**src/rtl/ser2par_word.sv**
```systemverilog
// Serial-to-parallel deserializer: gathers DATA_W strobed bits into a word and
// hands each completed word to a consumer via a valid/ready holding register.
module ser2par_word #(
  parameter int DATA_W    = 8,
  parameter bit MSB_FIRST = 1'b0
) (
  input  logic                        Clk,
  input  logic                        RstB,
  input  logic                        SerDataIn,
  input  logic                        SerDataEn,
  input  logic                        FrameClr,
  input  logic                        OvrClr,
  input  logic                        ParReady,
  output logic [DATA_W-1:0]           ParDataOut,
  output logic                        ParValid,
  output logic                        Overrun,
  output logic [$clog2(DATA_W+1)-1:0] BitCnt
);
  localparam int CNT_W = $clog2(DATA_W + 1);
  localparam logic [CNT_W-1:0] CNT_LAST = CNT_W'(DATA_W - 1);

  typedef enum logic {S_EMPTY = 1'b0, S_FULL = 1'b1} state_e;

  state_e            state_q, state_d;
  logic [DATA_W-1:0] sh_q, sh_d, sh_shift;
  logic [CNT_W-1:0]  cnt_q, cnt_d;
  logic [DATA_W-1:0] dout_q, dout_d;
  logic              ovr_q, ovr_d;
  logic              accept, complete, load, drop;

  // An abort outranks the strobe: the bit presented alongside it is discarded.
  assign accept   = SerDataEn & ~FrameClr;
  assign complete = accept & (cnt_q == CNT_LAST);
  assign load     = complete & ((state_q == S_EMPTY) | ParReady);
  assign drop     = complete & (state_q == S_FULL) & ~ParReady;

  generate
    if (MSB_FIRST) begin : g_msb_first
      assign sh_shift = (sh_q << 1) | DATA_W'(SerDataIn);
    end else begin : g_lsb_first
      assign sh_shift = (sh_q >> 1) | (DATA_W'(SerDataIn) << (DATA_W - 1));
    end
  endgenerate

  always_comb begin
    sh_d  = sh_q;
    cnt_d = cnt_q;
    if (FrameClr) begin
      sh_d  = '0;
      cnt_d = '0;
    end else if (accept) begin
      sh_d  = sh_shift;
      cnt_d = complete ? '0 : cnt_q + CNT_W'(1);
    end
  end

  // The completing bit is folded in via sh_shift, so the word is ready one edge after its last strobe.
  always_comb begin
    dout_d = load ? sh_shift : dout_q;
    ovr_d  = drop | (ovr_q & ~OvrClr);
  end

  always_ff @(posedge Clk or negedge RstB) begin
    if (!RstB) begin
      sh_q   <= '0;
      cnt_q  <= '0;
      dout_q <= '0;
      ovr_q  <= 1'b0;
    end else begin
      sh_q   <= sh_d;
      cnt_q  <= cnt_d;
      dout_q <= dout_d;
      ovr_q  <= ovr_d;
    end
  end

  always_ff @(posedge Clk or negedge RstB) begin
    if (!RstB) state_q <= S_EMPTY;
    else       state_q <= state_d;
  end

  always_comb begin
    state_d = state_q;
    case (state_q)
      S_EMPTY: if (complete)              state_d = S_FULL;
      S_FULL:  if (ParReady && !complete) state_d = S_EMPTY;
      default:                            state_d = S_EMPTY;
    endcase
  end

  always_comb begin
    ParValid = (state_q == S_FULL);
  end

  assign ParDataOut = dout_q;
  assign Overrun    = ovr_q;
  assign BitCnt     = cnt_q;

endmodule

```
**config.mk**
```make
export PLATFORM = sky130hd
export DESIGN_NAME = ser2par_word
export DESIGN_NICKNAME = d
export VERILOG_FILES = /design/src/rtl/ser2par_word.sv
export SDC_FILE = /design/constraint.sdc
export NUM_CORES = 1
export LEC_CHECK = 0
export BUFFER_PORTS_ARGS = -buffer_cell sky130_fd_sc_hd__buf_4
export CAP_MARGIN = 15
export CORE_MARGIN = 5
export CORE_UTILIZATION = 50
export CTS_CLUSTER_SIZE = 40
export DETAILED_ROUTE_END_ITERATION = 6
export HOLD_SLACK_MARGIN = 0.02
export PLACE_DENSITY_LB_ADDON = 0.15
export REMOVE_ABC_BUFFERS = 1
export SLEW_MARGIN = 15
export SYNTH_ARGS = -nofsm -noshare
export SYNTH_HDL_FRONTEND = slang
export SYNTH_SLANG_ARGS = --single-unit
```
**constraint.sdc**
```tcl
create_clock -name Clk -period 1.87 [get_ports Clk]
set_input_delay 0.374 -clock Clk [delete_from_list [all_inputs] [get_ports Clk]]
set_output_delay 0.374 -clock Clk [all_outputs]
set_load 0.02 [all_outputs]
```
==> flow_summary.yaml <==
run_status:
  status: "finished clean"
logic_synthesis:
  synth.distinct_cells: 18
  synth_top_area_share_pct: 60.61
  syn_area_per_cell_um2: 12.94
  yosys-top-cells-area: "dfrtp_1 (61%), mux2_2 (10%), mux2i_1 (9.2%)"
  syn_inst: 67
  synthesis.area_um2: 867.1
  synth_top_cell_by_area: "dfrtp_1"
  yosysWarnings: 0
  synth-seq-cells: 21
  synth-seq-area-share_pct: 60.61
timing:
  worst_pin_slew_ns: 0.2608
  min_period_ns: 1.673
  finalWorstSetupSlack_ns: 0.1972
  finClkSkew_ns: 0.002043
  drv_slew: 0
  finalCritPeriodShare_pct: 89.45
  slew_headroom_pct: 82.61
  grt_setup_unrepaired: "false"
  hold_viol: 0
  clock.fmax_mhz: 597.8
  tns_ns: 0
  setup_viol: 0
floorplan:
  chipWidth_um: 51.65
  die_area_um2: 2667
  rows: 15
  dieHeight_um: 51.65
  fp.coreArea_um2: 1689
  start_util_pct: 51.33
  ios: 21
power:
  p_per_area_nw_per_um2: 673.2
  leakagePower_nw: 0.5727
  ir_drop_v: 0.0004548
clock_tree:
  cts_resized: 0
  htree_levels: 1
  clockBufferDepth: 2
  cts_tree: "done"
  cts.clk_slew.worst_paths_ns: 0.11
  clock_latency_ns: 0.29
  numCtsBuffers: 3
  root_buffer: "clkbuf_4"
  cts.sinks: 21
critical_path:
  cp.arrival_ns: 1.86
  critical_path_required_ns: 2.05
  cpMaxStageDelayCell: "dfrtp_1"
  cpLargestDelayFamily: "flip-flops"
  crit_path_max_incr_delay_ns: 0.43
  criticalPathCategory: "flop to flop"
  cp-end-kind: "flop"
  crit_buf_inv: 1
  start_kind: "flop"
  cp_cell_sequence: "ha_1 -> nand2_1 -> nor4b_4 -> buf_4 -> mux2_2"
  critPathMaxFanout: 8
route:
  drcViolationCount: 0
  wire_per_inst_um: 12.92
  highest-signal-layer: "met4"
  wl_um: 1408
  drt-met1-wl_um: 656
  viasPerCell: 5.183
  drtIter0Drc: 3
  vias: 565
  dr_wl_met2_um: 662
  wl_met3_um: 76
  antenna_left: 0
  first_pass_iters: 3
placed_design:
  pre_cts_slack_ns: 0.1939
  hpwlAfterDp_um: 1032
  routabilityCongestion: 0.7502
  portBuffers: 20
flow_run:
  maxCapViolCount: 0
global_route:
  grt_pass1_wl_um: 2608
  grt_max_degree: 22
  antenna_found_initial: 0
  grt.total_usage_pct: 13.07
  grt_pass1_vias: 609
  overflow: 0
layout:
  fillCellCount: 140
  register_area_um2: 525.5
  area_growth_pct: 24.68
  multi_input_area_um2: 325.3
  drive_gt1_share_pct: 36.96
  antenna_cells: 0
  layout.nets: 101
worst_hold_path:
  hp-class: "primary input to flop"
## what timing repair did
item / in CTS / in global routing
hold endpoints to repair: 21 / 0
hold buffers: 1 / 0
setup endpoints to repair: 0 / 0
setup buffers: 0 / 0
## registers in the layout, indices dropped and copies added (netlist names)
name        flops
sh_q            7
ParDataOut      8
Overrun         1
BitCnt          4
ParValid        1
## worst paths after layout
check,start,end,slack [ns],cells past startpoint
min in group asynchronous,RstB,sh_q[1],0.49,2
worst min-delay path,OvrClr,Overrun,0.25,2
worst max register to register,BitCnt[0],ParDataOut[4],0.20,5
worst min register to register,ParDataOut[2],ParDataOut[2],0.52,1
max in group asynchronous,RstB,sh_q[3],1.17,2
worst max-delay path,BitCnt[0],ParDataOut[4],0.20,5
## report_power, final
group | switching [mW] | internal, mW
clock network | 0.123 | 0.0828
logic | 0.0313 | 0.0251
registers | 0.00587 | 0.460
total | 0.160 | 0.568
## stage by stage
step	hold WS [ns]	area (µm²)	total power, mW	cells	util, %
global placement	0.2698	1045	0.5306	104	61.85
detailed placement	0.2715	1045	0.5309	104	61.85
finish	0.2514	1081	0.7278	109	64.00
floorplan	0.07841	858.3	0.4928	65	-
CTS	0.2435	1081	0.7415	109	64.00
global route	0.2354	1081	0.7721	109	64.00
## cell usage after synthesis (all sizes together)
master and n:
nand4 1, clkbuf 1, xor2 1, o22ai 1
nor2 9, o21ai 1, inv 2, nor4b 1
a21oi 2, ha 1, buf 1, nand2b 3
nand2 3, or3 2, mux2i 8, nor2b 1
mux2 8, dfrtp 21
## final cells by class
| type | count | area share, % |
|---|---|---|
| inverter | 2 | 0.6944 |
| clock buffer | 4 | 2.431 |
| tap | 17 | 1.968 |
| sequential | 21 | 48.61 |
| multi-input combinational | 42 | 30.09 |
| timing repair buffer | 23 | 16.20 |
## placed cells by master (no fill, tap or decap), types with 2 or more instances in the layout
cell / n
mux2i_1: 8
nand2_1: 3
mux2_2: 8
or3_1: 2
nor2_1: 9
a21oi_1: 2
clkbuf_4: 3
inv_1: 2
nand2b_1: 3
buf_4: 22
dfrtp_1: 21
## kinds of logic after synthesis
| kind of cell | after synthesis | synth area share (%) |
|---|---|---|
| adder cells (fa/ha/maj) | 1 | 1.443 |
| XOR/XNOR | 1 | 1.010 |
| flip-flops | 21 | 60.61 |
| buffers and inverters | 4 | 1.875 |
| multiplexers | 16 | 19.63 |
| AND/OR/NAND/NOR | 20 | 12.99 |
| AO/OA/AOI/OAI | 4 | 2.453 |
## worst register-to-register path: cells and delay by family, from the launching register on
kind                     cells  cell delay, ns
flip-flops                   1            0.43
adder cells (fa/ha/maj)      1            0.20
AND/OR/NAND/NOR              2            0.39
multiplexers                 1            0.35
buffers and inverters        1            0.21
## per-layer routing
layer / vias to the layer above / track usage (%)
li1: 278 / -
met1: 274 / 14.86
met2: 11 / 23.09
met3: 2 / 3.438
met4: 0 / 5.240
met5: - / 0
Power figures use the tool's default switching activity.
